$ cat config.mk
export PLATFORM = sky130hd
export DESIGN_NAME = axi_lite_master_ctrl_flat
export DESIGN_NICKNAME = d
export VERILOG_FILES = /design/src/rtl/axi_lite_master_ctrl_if.sv /design/src/rtl/axi_lite_master_ctrl.sv /design/src/flat_wrapper.sv
export SDC_FILE = /design/constraint.sdc
export NUM_CORES = 1
export LEC_CHECK = 0
export CAP_MARGIN = 20
export CELL_PAD_IN_SITES_DETAIL_PLACEMENT = 1
export CELL_PAD_IN_SITES_GLOBAL_PLACEMENT = 1
export CORE_MARGIN = 4
export CORE_UTILIZATION = 30
export CTS_BUF_LIST = sky130_fd_sc_hd__clkbuf_16
export DETAILED_ROUTE_END_ITERATION = 12
export GPL_TIMING_DRIVEN = 1
export PLACE_DENSITY_LB_ADDON = 0.1
export SYNTH_ARGS = -nofsm -noshare
export SYNTH_HDL_FRONTEND = slang
export SYNTH_SLANG_ARGS = --single-unit
$ cat constraint.sdc
create_clock -name i_clk -period 4.4 [get_ports i_clk]
set_input_delay 0.44 -clock i_clk [delete_from_list [all_inputs] [get_ports i_clk]]
set_output_delay 0.44 -clock i_clk [all_outputs]
set_load 0.01 [all_outputs]
$ cat src/rtl/axi_lite_master_ctrl_if.sv
// ---------------------------------------------------------------------------
// axi_lite_master_ctrl_if
// Purpose : AXI4-Lite channel bundle between the command sequencer (master)
//           and a memory-mapped slave.
// Ports   : AW (awaddr/awvalid/awready), W (wdata/wstrb/wvalid/wready),
//           B (bresp/bvalid/bready), AR (araddr/arvalid/arready),
//           R (rdata/rresp/rvalid/rready).
// Params  : ADDR_W address width, DATA_W data width (strobe = DATA_W/8).
// ---------------------------------------------------------------------------
interface axi_lite_master_ctrl_if #(
  parameter int unsigned ADDR_W = 32,
  parameter int unsigned DATA_W = 32
);
  localparam int unsigned STRB_W = DATA_W / 8;

  logic [ADDR_W-1:0] awaddr;
  logic              awvalid;
  logic              awready;
  logic [DATA_W-1:0] wdata;
  logic [STRB_W-1:0] wstrb;
  logic              wvalid;
  logic              wready;
  logic [1:0]        bresp;
  logic              bvalid;
  logic              bready;
  logic [ADDR_W-1:0] araddr;
  logic              arvalid;
  logic              arready;
  logic [DATA_W-1:0] rdata;
  logic [1:0]        rresp;
  logic              rvalid;
  logic              rready;

  modport master (
    output awaddr, awvalid, input awready,
    output wdata, wstrb, wvalid, input wready,
    input  bresp, bvalid, output bready,
    output araddr, arvalid, input arready,
    input  rdata, rresp, rvalid, output rready
  );

  modport slave (
    input  awaddr, awvalid, output awready,
    input  wdata, wstrb, wvalid, output wready,
    output bresp, bvalid, input bready,
    input  araddr, arvalid, output arready,
    output rdata, rresp, rvalid, input rready
  );
endinterface

$ cat src/rtl/axi_lite_master_ctrl.sv
// ---------------------------------------------------------------------------
// axi_lite_master_ctrl
// Purpose : Turns one armed LSU command (addr/data/sel/strobe/control) into a
//           single AXI4-Lite write or read and exports busy/done/err status.
// Ports   : i_clk, i_rst (sync, active-high)
//           i_axi_addr_reg, i_axi_data_reg, i_axi_sel_reg, i_axi_strobe_reg,
//           i_axi_control_reg (01 write, 10 read, 00/11 ignored)
//           axi            AXI4-Lite master modport
//           o_rx_data      last read data, held until the next read completes
//           o_busy/o_done/o_err  status
// Config  : define AXI_TIMEOUT_EN to abort a transaction after TIMEOUT_CYCLES
//           wait cycles (dead-slave recovery).
// ---------------------------------------------------------------------------
module axi_lite_master_ctrl #(
  parameter int unsigned ADDR_W         = 32,
  parameter int unsigned DATA_W         = 32,
  parameter int unsigned TIMEOUT_CYCLES = 1024
) (
  input  logic                  i_clk,
  input  logic                  i_rst,
  input  logic [ADDR_W-1:0]     i_axi_addr_reg,
  input  logic [DATA_W-1:0]     i_axi_data_reg,
  input  logic                  i_axi_sel_reg,
  input  logic [DATA_W/8-1:0]   i_axi_strobe_reg,
  input  logic [1:0]            i_axi_control_reg,
  axi_lite_master_ctrl_if.master axi,
  output logic [DATA_W-1:0]     o_rx_data,
  output logic                  o_busy,
  output logic                  o_done,
  output logic                  o_err
);
  localparam int unsigned STRB_W     = DATA_W / 8;
  localparam logic [1:0]  CTRL_WRITE = 2'b01;
  localparam logic [1:0]  CTRL_READ  = 2'b10;
  localparam logic [1:0]  RESP_OKAY  = 2'b00;

  // The wait counter is 16 bits wide, so the limit must fit.
  if (TIMEOUT_CYCLES == 0 || TIMEOUT_CYCLES > 65535) begin : g_bad_timeout
    $error("TIMEOUT_CYCLES must be in 1..65535");
  end

  typedef enum logic [2:0] {
    S_IDLE, S_WR_AW_W, S_WR_B, S_RD_AR, S_RD_R, S_DONE, S_REARM
  } state_t;

  state_t            state_q, state_d;
  logic              awvalid_q, awvalid_d;
  logic              wvalid_q, wvalid_d;
  logic              bready_q, bready_d;
  logic              arvalid_q, arvalid_d;
  logic              rready_q, rready_d;
  logic              done_q, done_d;
  logic              err_q, err_d;
  logic              busy_q, busy_d;
  logic [ADDR_W-1:0] awaddr_q, awaddr_d;
  logic [ADDR_W-1:0] araddr_q, araddr_d;
  logic [DATA_W-1:0] wdata_q, wdata_d;
  logic [STRB_W-1:0] wstrb_q, wstrb_d;
  logic [DATA_W-1:0] rx_data_q, rx_data_d;
`ifdef AXI_TIMEOUT_EN
  logic [15:0]       wait_cnt_q, wait_cnt_d;
  logic              timeout_c;
`endif

  // State and registered outputs
  always_ff @(posedge i_clk) begin
    if (i_rst) begin
      state_q   <= S_IDLE;
      awvalid_q <= 1'b0;
      wvalid_q  <= 1'b0;
      bready_q  <= 1'b0;
      arvalid_q <= 1'b0;
      rready_q  <= 1'b0;
      done_q    <= 1'b0;
      err_q     <= 1'b0;
      busy_q    <= 1'b0;
      awaddr_q  <= '0;
      araddr_q  <= '0;
      wdata_q   <= '0;
      wstrb_q   <= '0;
      rx_data_q <= '0;
`ifdef AXI_TIMEOUT_EN
      wait_cnt_q <= '0;
`endif
    end else begin
      state_q   <= state_d;
      awvalid_q <= awvalid_d;
      wvalid_q  <= wvalid_d;
      bready_q  <= bready_d;
      arvalid_q <= arvalid_d;
      rready_q  <= rready_d;
      done_q    <= done_d;
      err_q     <= err_d;
      busy_q    <= busy_d;
      awaddr_q  <= awaddr_d;
      araddr_q  <= araddr_d;
      wdata_q   <= wdata_d;
      wstrb_q   <= wstrb_d;
      rx_data_q <= rx_data_d;
`ifdef AXI_TIMEOUT_EN
      wait_cnt_q <= wait_cnt_d;
`endif
    end
  end

  // Next-state and next-output logic
  always_comb begin
    state_d   = state_q;
    awvalid_d = awvalid_q;
    wvalid_d  = wvalid_q;
    bready_d  = bready_q;
    arvalid_d = arvalid_q;
    rready_d  = rready_q;
    done_d    = 1'b0;
    err_d     = err_q;
    awaddr_d  = awaddr_q;
    araddr_d  = araddr_q;
    wdata_d   = wdata_q;
    wstrb_d   = wstrb_q;
    rx_data_d = rx_data_q;
`ifdef AXI_TIMEOUT_EN
    wait_cnt_d = wait_cnt_q;
    timeout_c  = 1'b0;
    if (state_q inside {S_WR_AW_W, S_WR_B, S_RD_AR, S_RD_R}) begin
      wait_cnt_d = wait_cnt_q + 16'd1;
      // Compare against limit-1 so the abort edge is the TIMEOUT_CYCLES-th wait cycle
      timeout_c  = (wait_cnt_q == 16'(TIMEOUT_CYCLES - 1));
    end
`endif

    case (state_q)
      S_IDLE: begin
        if (i_axi_sel_reg && i_axi_control_reg == CTRL_WRITE) begin
          state_d   = S_WR_AW_W;
          awvalid_d = 1'b1;
          wvalid_d  = 1'b1;
          awaddr_d  = i_axi_addr_reg;
          wdata_d   = i_axi_data_reg;
          wstrb_d   = i_axi_strobe_reg;
          err_d     = 1'b0;
`ifdef AXI_TIMEOUT_EN
          wait_cnt_d = '0;
`endif
        end else if (i_axi_sel_reg && i_axi_control_reg == CTRL_READ) begin
          state_d   = S_RD_AR;
          arvalid_d = 1'b1;
          araddr_d  = i_axi_addr_reg;
          err_d     = 1'b0;
`ifdef AXI_TIMEOUT_EN
          wait_cnt_d = '0;
`endif
        end
      end
      S_WR_AW_W: begin
        // AW and W complete independently; leave only once both are done
        if (awvalid_q && axi.awready) awvalid_d = 1'b0;
        if (wvalid_q && axi.wready)   wvalid_d  = 1'b0;
        if (!awvalid_d && !wvalid_d) begin
          state_d  = S_WR_B;
          bready_d = 1'b1;
        end
      end
      S_WR_B: begin
        if (axi.bvalid) begin
          err_d    = (axi.bresp != RESP_OKAY);
          bready_d = 1'b0;
          done_d   = 1'b1;
          state_d  = S_DONE;
        end
      end
      S_RD_AR: begin
        if (axi.arready) begin
          arvalid_d = 1'b0;
          rready_d  = 1'b1;
          state_d   = S_RD_R;
        end
      end
      S_RD_R: begin
        if (axi.rvalid) begin
          rx_data_d = axi.rdata;
          err_d     = (axi.rresp != RESP_OKAY);
          rready_d  = 1'b0;
          done_d    = 1'b1;
          state_d   = S_DONE;
        end
      end
      S_DONE:  state_d = S_REARM;
      S_REARM: if (!i_axi_sel_reg) state_d = S_IDLE;
      default: state_d = S_IDLE;
    endcase

`ifdef AXI_TIMEOUT_EN
    // Dead-slave abort: drop every valid/ready and report an error
    if (timeout_c) begin
      awvalid_d = 1'b0;
      wvalid_d  = 1'b0;
      bready_d  = 1'b0;
      arvalid_d = 1'b0;
      rready_d  = 1'b0;
      err_d     = 1'b1;
      done_d    = 1'b1;
      state_d   = S_DONE;
    end
`endif

    busy_d = !(state_d inside {S_IDLE, S_REARM});
  end

  assign axi.awaddr  = awaddr_q;
  assign axi.awvalid = awvalid_q;
  assign axi.wdata   = wdata_q;
  assign axi.wstrb   = wstrb_q;
  assign axi.wvalid  = wvalid_q;
  assign axi.bready  = bready_q;
  assign axi.araddr  = araddr_q;
  assign axi.arvalid = arvalid_q;
  assign axi.rready  = rready_q;
  assign o_rx_data   = rx_data_q;
  assign o_busy      = busy_q;
  assign o_done      = done_q;
  assign o_err       = err_q;
endmodule
$ cat src/flat_wrapper.sv
// flat-port wrapper written by rule: the top's interface ports become plain ports
module axi_lite_master_ctrl_flat 
#(
  parameter int unsigned ADDR_W         = 32,
  parameter int unsigned DATA_W         = 32,
  parameter int unsigned TIMEOUT_CYCLES = 1024
)
  (i_clk, i_rst, i_axi_addr_reg, i_axi_data_reg, i_axi_sel_reg, i_axi_strobe_reg, i_axi_control_reg, o_rx_data, o_busy, o_done, o_err, axi_awaddr, axi_awvalid, axi_awready, axi_wdata, axi_wstrb, axi_wvalid, axi_wready, axi_bresp, axi_bvalid, axi_bready, axi_araddr, axi_arvalid, axi_arready, axi_rdata, axi_rresp, axi_rvalid, axi_rready);
  axi_lite_master_ctrl_if #(.ADDR_W(ADDR_W), .DATA_W(DATA_W)) axi_i ();
  input  logic i_clk;
  input  logic i_rst;
  input  logic [ADDR_W-1:0] i_axi_addr_reg;
  input  logic [DATA_W-1:0] i_axi_data_reg;
  input  logic i_axi_sel_reg;
  input  logic [DATA_W/8-1:0] i_axi_strobe_reg;
  input  logic [1:0] i_axi_control_reg;
  output logic [DATA_W-1:0] o_rx_data;
  output logic o_busy;
  output logic o_done;
  output logic o_err;
  output wire logic [$bits(axi_i.awaddr)-1:0] axi_awaddr;
  output wire logic [$bits(axi_i.awvalid)-1:0] axi_awvalid;
  input wire logic [$bits(axi_i.awready)-1:0] axi_awready;
  output wire logic [$bits(axi_i.wdata)-1:0] axi_wdata;
  output wire logic [$bits(axi_i.wstrb)-1:0] axi_wstrb;
  output wire logic [$bits(axi_i.wvalid)-1:0] axi_wvalid;
  input wire logic [$bits(axi_i.wready)-1:0] axi_wready;
  input wire logic [$bits(axi_i.bresp)-1:0] axi_bresp;
  input wire logic [$bits(axi_i.bvalid)-1:0] axi_bvalid;
  output wire logic [$bits(axi_i.bready)-1:0] axi_bready;
  output wire logic [$bits(axi_i.araddr)-1:0] axi_araddr;
  output wire logic [$bits(axi_i.arvalid)-1:0] axi_arvalid;
  input wire logic [$bits(axi_i.arready)-1:0] axi_arready;
  input wire logic [$bits(axi_i.rdata)-1:0] axi_rdata;
  input wire logic [$bits(axi_i.rresp)-1:0] axi_rresp;
  input wire logic [$bits(axi_i.rvalid)-1:0] axi_rvalid;
  output wire logic [$bits(axi_i.rready)-1:0] axi_rready;
  assign axi_awaddr = axi_i.awaddr;
  assign axi_awvalid = axi_i.awvalid;
  assign axi_i.awready = axi_awready;
  assign axi_wdata = axi_i.wdata;
  assign axi_wstrb = axi_i.wstrb;
  assign axi_wvalid = axi_i.wvalid;
  assign axi_i.wready = axi_wready;
  assign axi_i.bresp = axi_bresp;
  assign axi_i.bvalid = axi_bvalid;
  assign axi_bready = axi_i.bready;
  assign axi_araddr = axi_i.araddr;
  assign axi_arvalid = axi_i.arvalid;
  assign axi_i.arready = axi_arready;
  assign axi_i.rdata = axi_rdata;
  assign axi_i.rresp = axi_rresp;
  assign axi_i.rvalid = axi_rvalid;
  assign axi_rready = axi_i.rready;
  axi_lite_master_ctrl #(.ADDR_W(ADDR_W), .DATA_W(DATA_W), .TIMEOUT_CYCLES(TIMEOUT_CYCLES)) u_core (.i_clk(i_clk), .i_rst(i_rst), .i_axi_addr_reg(i_axi_addr_reg), .i_axi_data_reg(i_axi_data_reg), .i_axi_sel_reg(i_axi_sel_reg), .i_axi_strobe_reg(i_axi_strobe_reg), .i_axi_control_reg(i_axi_control_reg), .axi(axi_i), .o_rx_data(o_rx_data), .o_busy(o_busy), .o_done(o_done), .o_err(o_err));
endmodule
==> metrics.csv, run 1 <==
stage,metric,value,unit
clock_network,CTS sink cnt,143,
setup_path,CP endpoint kind,flip-flop,
setup_path,"Req. time, crit path",4740,ps
grt,initial antenna violation count,0,
logic_synthesis,mux contribution to synthesized area,0.4392,%
setup_path,Register-to-Register Setup Slack,2000,ps
setup_path,reg-to-reg critical path endpoint,u_core.axi.wdata[21],
grt,GRT Total Usage,19.38,%
die,Core Region,0.01664,mm2
placement,pre-CTS WS,1635,ps
clock_network,Worst-Skew Late Latency,420,ps
sta,Slew headroom,55.08,%
placement,placed insts,1083,
setup_path,R2R depth,5,
placement,dpl hpwl,13660,um
hold_path,hold crit path type,flip-flop to flip-flop,
logic_synthesis,"Primary FF master, synth",dfxtp_1,
grt,largest net degree at the start of global routing,110,
detailed_routing,routed via count,5300,
die,die area,0.01925,mm2
die,I/O Pins,254,
setup_path,Worst EP arrival,2740,ps
setup_path,worst r2r src,u_core.state_q[2],
grt,grt total ovfl,0,
sta,Final Critical Period,2400,ps
clock_network,Root Driver,clkbuf_16,
sta,f_max,416.7,MHz
detailed_routing,Post-route DRC,0,
logic_synthesis,area share of fa/ha/maj cells after synthesis,0,%
sta,worst slew pin tran,671.9,ps
layout,Layout Utilization,50.48,%
run,MaxCap Viol Count,0,
logic_synthesis,Syn Std Cell Area,0.005127,mm2
logic_synthesis,syn_nets,765,
detailed_routing,first-pass iteration count of the detailed router,5,
detailed_routing,Via density,4.745,
run_status,status,finished clean,
hold_path,Worst Hold Path EP,u_core.axi.awaddr[23],
detailed_routing,drt total wl,18720,um
clock_network,setup bufs post-CTS,0,
logic_synthesis,main combinational cell family by area after synthesis,simple AND/OR/NAND/NOR gates,
setup_path,worst setup path class,flip-flop to flip-flop,
layout,Layout area overhead,63.84,%
hold_path,Hold Path Cell Cnt,2,
setup_path,worst setup path start,u_core.state_q[2],
logic_synthesis,synth warn,0,
sta,period utilization,54.55,%
logic_synthesis,register area share after synthesis,55.83,%
clock_network,CTS tree,yes,
power_and_ir_drop,leakage power figure,2.850,nW
logic_synthesis,post-synthesis cell type count,27,
setup_path,startpoint types,flip-flop,
placement,port bufs,253,
logic_synthesis,Post-synth ARST share,0,%
logic_synthesis,synthesized flop and latch total,143,
sta,RSZ-0062 raised after global routing,no,
logic_synthesis,synthesized area per cell,7.876,um2
sta,clock skew,6.288,ps
power_and_ir_drop,Power Dens Cells,372.4,mW/mm2
grt,first-pass GRT wire length,30190,um
layout,antenna cells,0,
logic_synthesis,Simple-Gate Fraction of Synth Area,23.67,%
hold_path,hold path startpoint,u_core.axi.awaddr[23],
sta,# setup viols final,0,
die,Initial Util,30.81,%
clock_network,Post-CTS Resized,0,
logic_synthesis,number of synthesized flops with an enable pin,0,
detailed_routing,WL/cell,16.76,um
layout,Layout Nets,998,
layout,Post-Layout Cell Count,1117,
sta,Setup WS post-layout,2000,ps
detailed_routing,remaining antenna violation count,0,
logic_synthesis,Synth Area in Compound Gates,15.52,%
clock_network,Worst-path clk slew,60,ps
layout,layout cell share with drive strength beyond 1,5.240,%
sta,"Hold Violations, Final",0,
sta,Setup TNS,0,ps
die,row cnt,47,
setup_path,crit path max fanout,39,
die,die height,138.7,um
clock_network,CTS Hold Bufs,0,
logic_synthesis,Mapped Cells,651,
power_and_ir_drop,Worst VDD drop,0.0002736,V
logic_synthesis,area share of xor/xnor cells in the synthesized design,0,%
clock_network,CTS buffer count,17,
detailed_routing,initial drt markers,160,
grt,number of global-route vias before repair,5678,
placement,routability cong.,0.8112,
die,chip width,138.7,um
sta,Slew Limit Fails,0,
clock_network,Max Buffers Root-to-Sink,2,
clock_network,CTS H-tree lvls,4,
sta,Hold WS,454.3,ps
layout make-up:
type,instances,area (um2)
multi-input cells,457,2051
well taps,220,275.3
clock buffers,17,425.4
repair buffers,262,2653
clock inverters,15,122.6
fillers,1955,8242
flip-flops and latches,143,2863
inverters,3,11.26
placed cells by master, fill, tap and decap left out, drive strengths merged, types with 5 or more instances in the layout:
cell           count
nand2            270
clkdlybuf4s50    252
dfxtp            143
a21oi            140
clkbuf            17
buf               10
nor2b              8
nor2               8
clkinv             8
o21ai              5
clkinvlp           5
synthesized netlist by cell type, drive strengths merged (2+ instances only):
library cell	n	area, um2
clkbuf	30	112.6
o21ai	5	25.02
nand2	270	1013
nand3	2	10.01
nand2b	3	18.77
dfxtp	143	2863
nor2	8	30.03
a21oi	140	700.7
mux2	2	22.52
nor4bb	2	20.02
nor2b	8	50.05
nor3	2	10.01
a211oi	3	22.52
inv	3	11.26
buf	18	108.9
and2	2	12.51
cell families (layout without fill, tap and decap cells):
group	count (synthesis)	count (layout)
compound gates	154	154
mux	2	2
buf+inv	51	297
flops	143	143
simple gates	301	301
worst max-delay path, cell delays in order, from the launching register on:
cell and delay [ps]:
dfxtp_1 480, nor4b_4 430, and2_2 630, buf_4 490, nand2_1 130, a21oi_1 130
where the power goes:
part / switching, mW / internal (mW)
clock network: 0.558 / 0.771
logic: 0.188 / 0.227
registers: 0.0384 / 1.35
per-layer routing:
layer,global-route usage [%],share of wire (%),up-vias
li1,-,-,2573
met1,22.19,41,2516
met2,33.22,48,181
met3,7.621,7.8,30
met4,6.385,2.2,0
met5,0,0,-
registers in the layout, summed over array words and instances, names as in the netlist:
register and cells:
u_core.axi.awvalid 1, u_core.axi.arvalid 1, u_core.axi.wvalid 1, u_core.o_rx_data 32, u_core.o_err 1, u_core.o_done 1
u_core.state_q 3, u_core.axi.araddr 32, u_core.axi.awaddr 32, u_core.o_busy 1, u_core.axi.bready 1, u_core.axi.wstrb 4
u_core.axi.rready 1, u_core.axi.wdata 32
worst max path at each step:
stage	to	slack, ps	cells past startpoint
finish	u_core.axi.wdata[21]	2000	5
detailed placement	u_core.axi.araddr[5]	1640	6
global route	u_core.axi.wdata[2]	1740	5
floorplan	u_core.axi.araddr[25]	2970	4
CTS	u_core.axi.araddr[4]	1930	5
global placement	u_core.axi.araddr[6]	1710	6
through the flow:
| step | instance area [um2] | power (mW) |
|---|---|---|
| after floorplan | 5127 | 1.571 |
| after global placement | 7767 | 1.810 |
| after detailed placement | 7810 | 1.827 |
| after CTS | 8358 | 3.176 |
| after global routing | 8401 | 3.280 |
| final | 8401 | 3.129 |
No activity file was read; power rests on OpenSTA's default activity.
==> run 2, diff against run 1 <==
--- a/config.mk
+++ b/config.mk
@@ -9,7 +9,7 @@
 export CELL_PAD_IN_SITES_DETAIL_PLACEMENT = 1
 export CELL_PAD_IN_SITES_GLOBAL_PLACEMENT = 1
 export CORE_MARGIN = 4
-export CORE_UTILIZATION = 30
+export CORE_UTILIZATION = 28
 export CTS_BUF_LIST = sky130_fd_sc_hd__clkbuf_16
 export DETAILED_ROUTE_END_ITERATION = 12
 export GPL_TIMING_DRIVEN = 1
==> constraint.sdc (replaced) <==
create_clock -name i_clk -period 2.3 [get_ports i_clk]
set_input_delay 0.23 -clock i_clk [delete_from_list [all_inputs] [get_ports i_clk]]
set_output_delay 0.23 -clock i_clk [all_outputs]
set_load 0.01 [all_outputs]
==> run 2 against run 1 <==
Compared with the run above: setup slack got worse by 1500 ps; first-iteration DRC count fell by 2.5%; critical path depth fell by 1; cell count rose by 0.90%; flip-flop and latch count did not move; final area fell by 0.22%; global-route usage fell by 1.5 points; count of clock-buffer cells in the layout did not move; routed wire length rose by 0.89%; total power rose by 89%; sequential power rose by 91%; critical path type unchanged; highest routed layer unchanged; largest power group unchanged.
==> metrics.csv, run 2 (synthesized netlist as in run 1, its figures left out) <==
stage,metric,value,unit,change
layout,most frequent cells in the layout,"nand2_1 (269), clkdlybuf4s50_1 (252), dfxtp_1 (143)",,
grt,first-pass GRT wire length,28940,um,-4.2%
layout,FILL cells,2103,,+7.6%
sta,worst slew pin tran,586.4,ps,-85.50 ps
detailed_routing,initial drt markers,156,,-2.5%
clock_network,Worst-path clk slew,60,ps,about the same
sta,Setup WS post-layout,527.9,ps,-1472 ps
sta,"Hold Violations, Final",0,,unchanged
layout,Layout Nets,1001,,+0.30%
die,chip width,143.3,um,+3.3%
detailed_routing,first-pass iteration count of the detailed router,4,,-1
setup_path,"Req. time, crit path",2600,ps,-2140 ps
sta,Final Critical Period,1772,ps,-627.9 ps
run_status,status,finished clean,,
layout,cell area after layout,0.008382,mm2,-0.22%
placement,pre-CTS WS,389.4,ps,-1246 ps
layout,antenna cells,0,,unchanged
sta,RSZ-0062 raised after global routing,no,,
clock_network,Root Driver,clkbuf_16,,
die,die height,143.3,um,+3.3%
clock_network,CTS tree,yes,,
sta,clock skew,7.619,ps,+1.331 ps
clock_network,CTS sink cnt,143,,unchanged
setup_path,startpoint types,flip-flop,,
grt,number of global-route vias before repair,5520,,-2.8%
layout,layout cell share with drive strength beyond 1,5.011,%,-0.23 points
grt,GRT Total Usage,17.85,%,-1.5 points
placement,dpl hpwl,13980,um,+2.4%
grt,grt total ovfl,0,,unchanged
detailed_routing,routed via count,5195,,-2.0%
setup_path,"Critical Path, Cell by Cell","nor4b_4, o21ai_0, a31oi_1, mux2_2",,
clock_network,CTS Hold Bufs,0,,unchanged
layout,register area,0.002863,mm2,unchanged
placement,area post-placement,0.007856,mm2,+0.59%
power_and_ir_drop,Power Dens Cells,706.2,mW/mm2,+90%
layout,Multi-input gate area,0.002051,mm2,unchanged
placement,routability cong.,0.8047,,-0.80%
clock_network,CTS H-tree lvls,4,,unchanged
clock_network,CTS buffer count,17,,unchanged
clock_network,Max Buffers Root-to-Sink,2,,unchanged
die,Initial Util,28.54,%,-2.3 points
setup_path,Critical Path Slowest Stage Cell,dfxtp_1,,
detailed_routing,drt total wl,18890,um,+0.89%
placement,port bufs,253,,unchanged
die,row cnt,49,,+4.3%
sta,# setup viols final,0,,unchanged
setup_path,crit-path max cell delay,480,ps,-150 ps
layout,"leading cell type in the layout, fill and taps excluded",nand2_1,,
die,I/O Pins,254,,unchanged
grt,largest net degree at the start of global routing,65,,-41%
setup_path,CP endpoint kind,flip-flop,,
clock_network,Post-CTS Resized,0,,unchanged
clock_network,setup bufs post-CTS,0,,unchanged
grt,initial antenna violation count,0,,unchanged
setup_path,worst setup path class,flip-flop to flip-flop,,
power_and_ir_drop,Worst VDD drop,0.0005245,V,+92%
clock_network,Worst-Skew Late Latency,410,ps,about the same
detailed_routing,Post-route DRC,0,,unchanged
setup_path,crit path max fanout,15,,-62%
hold_path,hold crit path type,input port to flip-flop,,
sta,Slew Limit Fails,0,,unchanged
layout,Layout area overhead,63.47,%,
detailed_routing,remaining antenna violation count,0,,unchanged
detailed_routing,WL/cell,16.76,um,about the same
sta,Setup TNS,0,ps,unchanged
run,MaxCap Viol Count,0,,unchanged
sta,Slew headroom,60.85,%,+5.8 points
die,die area,0.02054,mm2,+6.7%
setup_path,Register-to-Register Setup Slack,530,ps,-1470 ps
sta,f_max,564.3,MHz,+35%
power_and_ir_drop,leakage power figure,2.841,nW,-0.31%
sta,period utilization,77.05,%,+23 points
detailed_routing,Via density,4.610,,-2.9%
setup_path,Worst EP arrival,2070,ps,-670 ps
die,Core Region,0.01796,mm2,+7.9%
run 2: final cells by class:
cell class / instances / area share, %
sequential: 143 / 34.15
timing repair buffer: 265 / 31.56
multi-input combinational: 457 / 24.47
clock buffer: 17 / 5.075
tap: 229 / 3.418
clock inverter: 13 / 1.194
inverter: 3 / 0.1343
run 2: worst paths after layout:
path	startpoint	to	cells past startpoint
setup / recovery	u_core.state_q[2]	u_core.o_err	4
hold / removal	i_rst	u_core.axi.arvalid	2
setup reg to reg	u_core.state_q[2]	u_core.o_err	4
hold reg to reg	u_core.axi.wdata[14]	u_core.axi.wdata[14]	2
run 2: metrics by stage:
step | power (mW) | instances | hold WS [ps] | util (%)
2_1_floorplan | 3.005 | 651 | 366.0 | -
3_3_place_gp | 3.480 | 1097 | 440.7 | 43.73
3_5_place_dp | 3.502 | 1097 | 448.2 | 43.73
4_1_cts | 6.024 | 1127 | 287.8 | 46.66
5_1_grt | 6.199 | 1127 | 320.5 | 46.66
6_report | 5.919 | 1127 | 293.0 | 46.66
run 2: per-layer routing:
layer	up-vias	GRT usage (%)	routed length, um	part of all wire (%)
met5	-	0	0	0
met1	2423	20.54	7606	40
met3	25	6.123	1593	8.4
li1	2578	-	-	-
met4	0	6.591	395	2.1
met2	169	30.79	9293	49
run 2: worst max-delay path: cells and delay by family, from the launching register on:
kind,cells,cell delay [ps]
AO/OA/AOI/OAI,2,400
flip-flops,1,480
multiplexers,1,350
AND/OR/NAND/NOR,1,430
run 2: power breakdown:
group	internal, mW	total (mW)	switching, mW
clock	1.46	2.48	1.03
combinational	0.432	0.786	0.353
sequential	2.58	2.65	0.0734
==> run 3, diff against run 2 <==
--- a/config.mk
+++ b/config.mk
@@ -9,7 +9,7 @@
 export CELL_PAD_IN_SITES_DETAIL_PLACEMENT = 1
 export CELL_PAD_IN_SITES_GLOBAL_PLACEMENT = 1
 export CORE_MARGIN = 4
-export CORE_UTILIZATION = 28
+export CORE_UTILIZATION = 25
 export CTS_BUF_LIST = sky130_fd_sc_hd__clkbuf_16
 export DETAILED_ROUTE_END_ITERATION = 12
 export GPL_TIMING_DRIVEN = 1
==> constraint.sdc (replaced) <==
create_clock -name i_clk -period 1.55 [get_ports i_clk]
set_input_delay 0.155 -clock i_clk [delete_from_list [all_inputs] [get_ports i_clk]]
set_output_delay 0.155 -clock i_clk [all_outputs]
set_load 0.01 [all_outputs]
==> run 3 against run 2 <==
Compared with the run above: clock power is 67% higher; routed wire length up 2.8%; largest power group is now the clock network; clock skew up 2.5 ps; utilization is 2.9 points lower; highest routed layer unchanged; setup slack got worse by 510 ps; combinational power up 70%; total power up 59%.
==> metrics.csv, run 3 (synthesized netlist as in run 1, its figures left out) <==
stage,metric,value,unit,change
grt,largest net degree at the start of global routing,41,,-37%
grt,initial antenna violation count,0,,unchanged
setup_path,Critical Path Slowest Stage Cell,dfxtp_1,,
power_and_ir_drop,Logic pwr share,14.2,%,+0.9 points
hold_path,hold path startpoint,i_rst,,
placement,routability cong.,0.7609,,-5.4%
sta,worst slew pin tran,414.1,ps,-172.3 ps
clock_network,Root Driver,clkbuf_16,,
power_and_ir_drop,internal power,7.082,mW,+59%
clock_network,Max Buffers Root-to-Sink,2,,unchanged
clock_network,CTS tree,yes,,
layout,Layout Nets,1015,,+1.4%
power_and_ir_drop,sequential power share,41.6,%,-3.2 points
power_and_ir_drop,Worst VDD drop,0.0007477,V,+43%
setup_path,Worst EP arrival,1830,ps,-240 ps
power_and_ir_drop,switching part of the total,24.57,%,about the same
clock_network,Worst-Skew Late Latency,420,ps,about the same
sta,period utilization,98.57,%,+22 points
grt,number of global-route vias before repair,5510,,-0.18%
grt,GRT Total Usage,16.52,%,-1.3 points
layout,register area,0.002865,mm2,about the same
clock_network,CTS H-tree lvls,4,,unchanged
hold_path,hold crit path type,input port to flip-flop,,
sta,clock skew,10.10,ps,+2.478 ps
clock_network,CTS sink cnt,143,,unchanged
layout,FILL cells,2343,,+11%
sta,Setup WS post-layout,22.13,ps,-505.7 ps
power_and_ir_drop,Power Dens Cells,1061,mW/mm2,+50%
detailed_routing,routed via count,5332,,+2.6%
grt,grt total ovfl,0,,unchanged
layout,most frequent cells in the layout,"nand2_1 (268), clkdlybuf4s50_1 (244), dfxtp_1 (141)",,
sta,Slew Limit Fails,0,,unchanged
sta,Slew headroom,72.39,%,+12 points
detailed_routing,Post-route DRC,0,,unchanged
layout,"leading cell type in the layout, fill and taps excluded",nand2_1,,
clock_network,Worst-path clk slew,60,ps,about the same
setup_path,"Critical Path, Cell by Cell","buf_4, nor2b_2, nand2_1, a31oi_1, mux2_2",,
clock_network,CTS Hold Bufs,0,,unchanged
die,Initial Util,25.34,%,-3.2 points
power_and_ir_drop,Clk network pwr share,44.2,%,+2.2 points
setup_path,"Req. time, crit path",1850,ps,-750 ps
sta,f_max,654.5,MHz,+16%
detailed_routing,first-pass iteration count of the detailed router,4,,unchanged
setup_path,"delay-heaviest family, CP",flip-flops,,
setup_path,crit-path max cell delay,380,ps,-100 ps
placement,port bufs,253,,unchanged
setup_path,worst setup path start,u_core.state_q[1],,
layout,Layout area overhead,72.55,%,
die,die area,0.02286,mm2,+11%
layout,layout cell share with drive strength beyond 1,9.300,%,+4.3 points
detailed_routing,remaining antenna violation count,0,,unchanged
sta,# setup viols final,0,,unchanged
placement,dpl hpwl,14080,um,+0.73%
setup_path,CP bufs+invs,1,,+1
placement,pre-CTS WS,-255.4,ps,-644.9 ps
sta,Hold WS,159.2,ps,-133.8 ps
power_and_ir_drop,Net Sw Power,2.307,mW,+59%
sta,"Hold Violations, Final",0,,unchanged
die,row cnt,52,,+6.1%
layout,Multi-input gate area,0.002137,mm2,+4.2%
power_and_ir_drop,leakage power figure,3.141,nW,+11%
setup_path,worst r2r src,u_core.state_q[1],,
die,I/O Pins,254,,unchanged
die,chip width,151.2,um,+5.5%
detailed_routing,Via density,4.503,,-2.3%
run_status,status,finished clean,,
detailed_routing,WL/cell,16.40,um,-2.1%
clock_network,CTS buffer count,17,,unchanged
die,Core Region,0.02023,mm2,+13%
grt,first-pass GRT wire length,29240,um,+1.0%
setup_path,worst setup path class,flip-flop to flip-flop,,
detailed_routing,drt total wl,19420,um,+2.8%
layout,antenna cells,0,,unchanged
run,MaxCap Viol Count,0,,unchanged
die,die height,151.2,um,+5.5%
sta,RSZ-0062 raised after global routing,yes,,
sta,Final Critical Period,1528,ps,-244.3 ps
sta,Setup TNS,0,ps,unchanged
setup_path,startpoint types,flip-flop,,
setup_path,crit path max fanout,10,,-5
detailed_routing,initial drt markers,153,,-1.9%
setup_path,CP endpoint kind,flip-flop,,
run 3: cell types whose count changed in the layout (fill, tap and decap cells not counted), moves of 4 or more:
cell / delta
a21oi_1: -15
a21oi_2: +15
buf_12: +8
clkdlybuf4s50_1: -8
clkinv_1: -4
dlymetal6s2s_1: +7
run 3: area by class of cell:
cell class	count	share of cell area [%]
repair buffers	279	32.75
inverters	3	0.1273
flip-flops and latches	143	32.39
clock buffers	17	4.808
multi-input cells	457	24.15
clock inverters	15	1.952
well taps	270	3.818
run 3: power groups by stage:
stage	logic (mW)	registers (mW)	clock network, mW
after floorplan	0.416	4.04	0
after global placement	1.28	3.98	0
after detailed placement	1.30	3.99	0
after CTS	1.34	3.90	4.27
after global routing	1.45	3.92	4.42
final	1.34	3.90	4.15
run 3: final timing paths:
| check | to | slack [ps] | cells after the start |
|---|---|---|---|
| worst max-delay path | u_core.o_err | 20 | 5 |
| worst max register to register | u_core.o_err | 20 | 5 |
| worst min register to register | u_core.axi.awaddr[1] | 450 | 2 |
| worst min-delay path | u_core.axi.arvalid | 160 | 2 |
run 3: per-layer routing:
metal  global-route usage (%)  wire, um
met2                    27.16      9130
met4                    6.301       369
met3                    7.331      1864
met1                    18.86      8053
met5                        0         0
run 3: stage by stage:
step	cell area (um2)	cells	utilization, %	total power [mW]
3_5_place_dp	8090	1149	39.98	5.282
5_1_grt	8847	1184	43.72	9.794
6_report	8847	1184	43.72	9.389
2_1_floorplan	5127	651	-	4.459
4_1_cts	8743	1183	43.21	9.514
3_3_place_gp	8090	1149	39.98	5.254
run 3: what timing repair did:
action / 4_1_cts / 5_1_grt
setup endpoints to repair: 9 / 92
buffers inserted: 1 / 1
gates resized for setup: 7 / 31
cloned: 1 / 0
endpoints found under the hold margin: 0 / 0
pin swaps: 2 / 2
